$ cat src/rtl/tx_am_inserter.sv
// tx_am_inserter
//   Transmit-side alignment marker inserter for the multi-lane 25G PCS.
//   Forwards encoded/scrambled lane blocks to the gearbox. After every
//   AM_PERIOD data blocks it substitutes one alignment marker (AM) per lane.
//   The marker carries that lane's 3-bit id so the receiver can lock and
//   reorder its lanes. There is a single output register stage, and
//   valid/ready handshakes are used on both sides.
//
//   AM layout for lane k:
//     [7:0]            AM_TAG (its bits [1:0] form the control sync header)
//     [10:8]           lane id, taken from cfg_lane_id[3k+2:3k]
//     [11]             0
//     [UNITWIDTH-1:12] AM_FILL replicated
//                      (with TX_AM_BIP_EN: [19:12] = lane BIP-8,
//                       and AM_FILL covers [UNITWIDTH-1:20])
//
//   Optional feature macro: TX_AM_BIP_EN
//     When defined, a BIP-8 per lane accumulates over the data blocks that
//     leave the output register. Each AM carries the lane's BIP.
//
// Ports:
//   clk, reset_n      clock and synchronous active-low reset
//   in_enable         block enable; low forces IDLE and stops new loads
//   cfg_lane_id       lane ids, 3 bits per lane; sampled when an AM is loaded
//   in_txdata         input blocks, lane k at [k*UNITWIDTH +: UNITWIDTH]
//   in_txdata_valid   upstream block valid
//   in_ready          upstream may transfer (combinational from out_ready)
//   out_txdata        output register contents to the gearbox
//   out_txdata_valid  output register holds a block
//   out_ready         gearbox accepts this cycle
//   out_am_flag       output register holds an AM
//   out_am_count      saturating count of AMs loaded since reset
module tx_am_inserter #(
  parameter int         LANES     = 4,
  parameter int         UNITWIDTH = 66,
  parameter int         AM_PERIOD = 16384,
  parameter logic [7:0] AM_TAG    = 8'hC1,
  parameter logic       AM_FILL   = 1'b1
) (
  input  logic                       clk,
  input  logic                       reset_n,
  input  logic                       in_enable,
  input  logic [LANES*3-1:0]         cfg_lane_id,
  input  logic [UNITWIDTH*LANES-1:0] in_txdata,
  input  logic                       in_txdata_valid,
  output logic                       in_ready,
  output logic [UNITWIDTH*LANES-1:0] out_txdata,
  output logic                       out_txdata_valid,
  input  logic                       out_ready,
  output logic                       out_am_flag,
  output logic [15:0]                out_am_count
);

  localparam int            CW       = (AM_PERIOD > 2) ? $clog2(AM_PERIOD) : 1;
  localparam logic [CW-1:0] CNT_LAST = CW'(AM_PERIOD - 1);

  typedef enum logic [1:0] {
    IDLE = 2'd0,
    AM   = 2'd1,
    DATA = 2'd2
  } state_t;

  state_t                     state;
  logic [CW-1:0]              blk_cnt;
  logic                       slot_free;
  logic                       out_xfer;
  logic                       in_xfer;
  logic [UNITWIDTH*LANES-1:0] am_word;

  assign slot_free = !out_txdata_valid || out_ready;
  assign out_xfer  = out_txdata_valid && out_ready;
  assign in_ready  = in_enable && (state == DATA) && slot_free;
  assign in_xfer   = in_txdata_valid && in_ready;

  function automatic logic [UNITWIDTH-1:0] am_base(input logic [2:0] id);
    logic [UNITWIDTH-1:0] b;
    b       = {UNITWIDTH{AM_FILL}};
    b[7:0]  = AM_TAG;
    b[10:8] = id;
    b[11]   = 1'b0;
    return b;
  endfunction

`ifdef TX_AM_BIP_EN
  logic [7:0] bip_acc  [LANES];
  logic [7:0] bip_next [LANES];

  // Fold a block into 8 interleaved parity bits (bit i covers j%8==i).
  function automatic logic [7:0] bip_fold(input logic [UNITWIDTH-1:0] d);
    logic [7:0] f;
    f = '0;
    for (int j = 0; j < UNITWIDTH; j++) begin
      f[j % 8] = f[j % 8] ^ d[j];
    end
    return f;
  endfunction

  // The next-state BIP includes a data block that leaves on this same edge.
  // This lets an AM loaded on that edge cover every block sent before it.
  always_comb begin
    for (int k = 0; k < LANES; k++) begin
      bip_next[k] = bip_acc[k];
      if (out_xfer && !out_am_flag) begin
        bip_next[k] = bip_acc[k] ^ bip_fold(out_txdata[k*UNITWIDTH +: UNITWIDTH]);
      end
    end
  end

  always_ff @(posedge clk) begin
    for (int k = 0; k < LANES; k++) begin
      if (!reset_n || !in_enable || (out_xfer && out_am_flag)) begin
        bip_acc[k] <= '0;
      end else begin
        bip_acc[k] <= bip_next[k];
      end
    end
  end

  always_comb begin
    am_word = '0;
    for (int k = 0; k < LANES; k++) begin
      am_word[k*UNITWIDTH +: UNITWIDTH]      = am_base(cfg_lane_id[3*k +: 3]);
      am_word[k*UNITWIDTH + 12 +: 8]         = bip_next[k];
    end
  end
`else
  always_comb begin
    am_word = '0;
    for (int k = 0; k < LANES; k++) begin
      am_word[k*UNITWIDTH +: UNITWIDTH] = am_base(cfg_lane_id[3*k +: 3]);
    end
  end
`endif

  // Output register stage: FSM, block counter and marker substitution
  always_ff @(posedge clk) begin
    if (!reset_n) begin
      state            <= IDLE;
      blk_cnt          <= '0;
      out_txdata       <= '0;
      out_txdata_valid <= 1'b0;
      out_am_flag      <= 1'b0;
      out_am_count     <= '0;
    end else begin
      // An emptied slot with nothing new to load drains to invalid.
      // The load branches below override this.
      if (slot_free) begin
        out_txdata_valid <= 1'b0;
        out_am_flag      <= 1'b0;
      end
      if (!in_enable) begin
        state   <= IDLE;
        blk_cnt <= '0;
      end else begin
        case (state)
          IDLE: state <= AM;
          AM: begin
            if (slot_free) begin
              out_txdata       <= am_word;
              out_txdata_valid <= 1'b1;
              out_am_flag      <= 1'b1;
              blk_cnt          <= '0;
              if (out_am_count != 16'hFFFF) begin
                out_am_count <= out_am_count + 16'd1;
              end
              state <= DATA;
            end
          end
          DATA: begin
            if (in_xfer) begin
              out_txdata       <= in_txdata;
              out_txdata_valid <= 1'b1;
              out_am_flag      <= 1'b0;
              if (blk_cnt == CNT_LAST) begin
                blk_cnt <= '0;
                state   <= AM;
              end else begin
                blk_cnt <= blk_cnt + 1'b1;
              end
            end
          end
          default: state <= IDLE;
        endcase
      end
    end
  end

endmodule

$ cat config.mk
export PLATFORM = sky130hd
export DESIGN_NAME = tx_am_inserter
export DESIGN_NICKNAME = d
export VERILOG_FILES = /design/src/rtl/tx_am_inserter.sv
export SDC_FILE = /design/constraint.sdc
export NUM_CORES = 1
export LEC_CHECK = 0
export CAP_MARGIN = 20
export CORE_AREA = 2 2 218 220
export CTS_CLUSTER_SIZE = 14
export DETAILED_ROUTE_END_ITERATION = 16
export DIE_AREA = 0 0 220 222
export GPL_ROUTABILITY_DRIVEN = 1
export HOLD_SLACK_MARGIN = 0.02
export SKIP_CTS_REPAIR_TIMING = 1
export SLEW_MARGIN = 20
export SYNTH_ARGS = -nofsm -noshare
export SYNTH_HDL_FRONTEND = slang
export SYNTH_SLANG_ARGS = --single-unit
$ cat constraint.sdc
create_clock -name clk -period 2.4 [get_ports clk]
set_clock_uncertainty 0.2 [all_clocks]
set_input_delay 0.48 -clock clk [delete_from_list [all_inputs] [get_ports clk]]
set_output_delay 0.48 -clock clk [all_outputs]
set_load 0.05 [all_outputs]
==> qor.csv <==
metric;value;unit
status;complete, no violations;
Max Clk Rate;0.426;GHz
syn_nets;1175;
Pwr Total;13900;µW
first-pass GRT wire length;57.9;mm
crit-path cells;clkdlybuf4s50_1;
Final period util;97.9;%
Reg2Reg Launch Point;out_am_count[0];
CP top delay family;buffers and inverters;
top area cells in the synthesized netlist;dfxtp_1 (56%), o221a_2 (24%), clkbuf_1 (2.5%);
row count;79;
GPL Wtd Cong;0.791;
final core occ;41.6;%
Buf/Inv on CP;1;
clock buffer depth;3;
synthesized flop and latch total;298;
CP endpoint kind;output port;
Starting Density;23.1;%
1st-pass router iterations;4;
total number of vias;9830;
Port-buffer cells;563;
wire per inst;19.0;µm
Slew headroom;60.8;%
Worst setup SP type;register;
worst vdd ir;0.645;mV
top_reg_cell synth;dfxtp_1;
most common cell after layout, fill and taps aside;clkdlybuf4s50_1;
share of cells above drive strength 1;25.9;%
DIE AREA;48800;µm²
CORE AREA;46300;µm²
WL final;39.8;mm
vias in the first global route;9754;
hold_sp;out_txdata[10];
PD cells;724;nW/µm²
WP data arrival;1.67;ns
Worst-Skew Late Latency;0.53;ns
Tmin final;2.35;ns
unrepaired setup endpoints after global routing;true;
Ys Warns;0;
Post-route DRC;0;
commonest cells after routing, fill and taps aside;clkdlybuf4s50_1 (332), dfxtp_1 (295), o221a_2 (228), dlymetal6s2s_1 (215), buf_4 (62);
Req. time, crit path;1.72;ns
area delta synth->final;80.1;%
largest family of logic cells by synthesized area;compound AO/OA/AOI/OAI gates;
CP Max Fanout;2;
TritonCTS clock tree;done;
Avg Inst Size Synth;12.0;µm²
Final TNS setup;0;ns
slowest stage delay, CP;0.82;ns
Cells after Synth;888;
initial antenna violation count;1;
# setup viols final;0;
Worst Max-Slew Pin Slew;0.588;ns
Adder-Cell Fraction of Synth Area;0.703;%
area share of the largest cell type after synthesis;55.9;%
Slowest cell on crit path;clkdlybuf4s50_1;
fillers;4424;
sequential fraction of the synthesis area;55.9;%
DRT iter0 DRCs;562;
Hold Vio Cnt, Final;0;
# IOs;564;
Post-synth EDFFs;0;
hold slack;0.289;ns
Die Ht;222;µm
H-tree lvl count;2;
Root Buffer;clkbuf_16;
Distinct cells, synth;51;
Synth async-reset ratio;0;%
GRT Util Overall;15.1;%
Crit Path Category;register to output port;
Synth Area in XOR/XNOR;1.31;%
TritonCTS Buffers;36;
Hold/Removal Path Class;register to register;
largest net degree at the start of global routing;60;
Cell Area, Synth;10700;µm²
Compound-Gate Fraction of Synth Area;29.6;%
Synth Area in Simple Gates;7.31;%
Die Wd;220;µm
clk sinks;298;
Clock transition at path regs;0.05;ns
nets@finish;1748;
multiplexer area fraction after synthesis;1.12;%
Max Slew Vio Count;0;
Pleak;0.0106;µW
largest area contributor in the netlist;dfxtp_1;
detail-routed via count per cell;4.70;
total grt overflow;0;
Post-DRT Antenna Nets;0;
Worst setup startpoint;out_txdata[75];
HPWL Detailed;29.1;mm
max_cap viols;0;
## kinds of logic after synthesis
| kind of cell | Yosys count |
|---|---|
| multiplexers | 12 |
| XOR/XNOR | 16 |
| AND/OR/NAND/NOR | 145 |
| adder cells (fa/ha/maj) | 6 |
| flip-flops | 298 |
| buffers and inverters | 104 |
| AO/OA/AOI/OAI | 307 |
## stage by stage
step / cell area, µm² / std cells / worst slack [ns]
after floorplan: 10700 / 888 / 0.0219
after global placement: 17400 / 2030 / -0.203
after detailed placement: 17400 / 2030 / -0.230
after CTS: 18700 / 2092 / -0.249
after global routing: 19200 / 2093 / -0.0107
final: 19200 / 2093 / 0.0505
## routing by layer
metal  GRT usage, %  vias up  part of all wire [%]
li1               -     4675                     -
met1           17.7     4744                    40
met2           26.5      351                    50
met3           4.01       60                   7.6
met4           5.11        0                   2.2
met5              0        -                     0
## Yosys cell counts, types with 8 or more instances
master / number
buf_2: 25
nor2b_1: 28
nand2_1: 36
o21ai_0: 9
o211a_1: 12
dfxtp_1: 298
o221a_2: 228
a21oi_1: 9
a22oi_1: 24
mux2i_1: 12
xnor2_1: 11
and2_1: 11
nor3_1: 8
nor2_1: 18
nand4_1: 8
nand3_1: 12
clkbuf_1: 70
## sequential cells by signal, summed over array words and instances, names as in the netlist
register and flops:
blk_cnt 14, out_am_count 16, out_am_flag 1, out_txdata 264, out_txdata_valid 1, state 2
## cell type report
class	count	area, µm²	share of cell area (%)
diodes	1	2.50	0.0130
clock buffers	53	1070	5.54
clock inverters	9	149	0.774
inverters	6	22.5	0.117
multi-input cells	486	4310	22.4
flip-flops and latches	298	5970	31.0
well taps	607	759	3.95
repair buffers	633	6950	36.2
## report_power, final
part,switching [µW],internal [µW]
Clock,2120,3500
Combinational,1610,1270
Sequential,169,5250
Total,3890,10000
## final timing paths
| path | endpoint | slack [ns] | cells past startpoint |
|---|---|---|---|
| max | out_txdata[75] | 0.05 | 1 |
| min | out_txdata[10] | 0.29 | 1 |
| max reg2reg | out_am_count[0] | 0.16 | 7 |
| min reg2reg | out_txdata[10] | 0.29 | 1 |
Power figures use the tool's default switching activity.
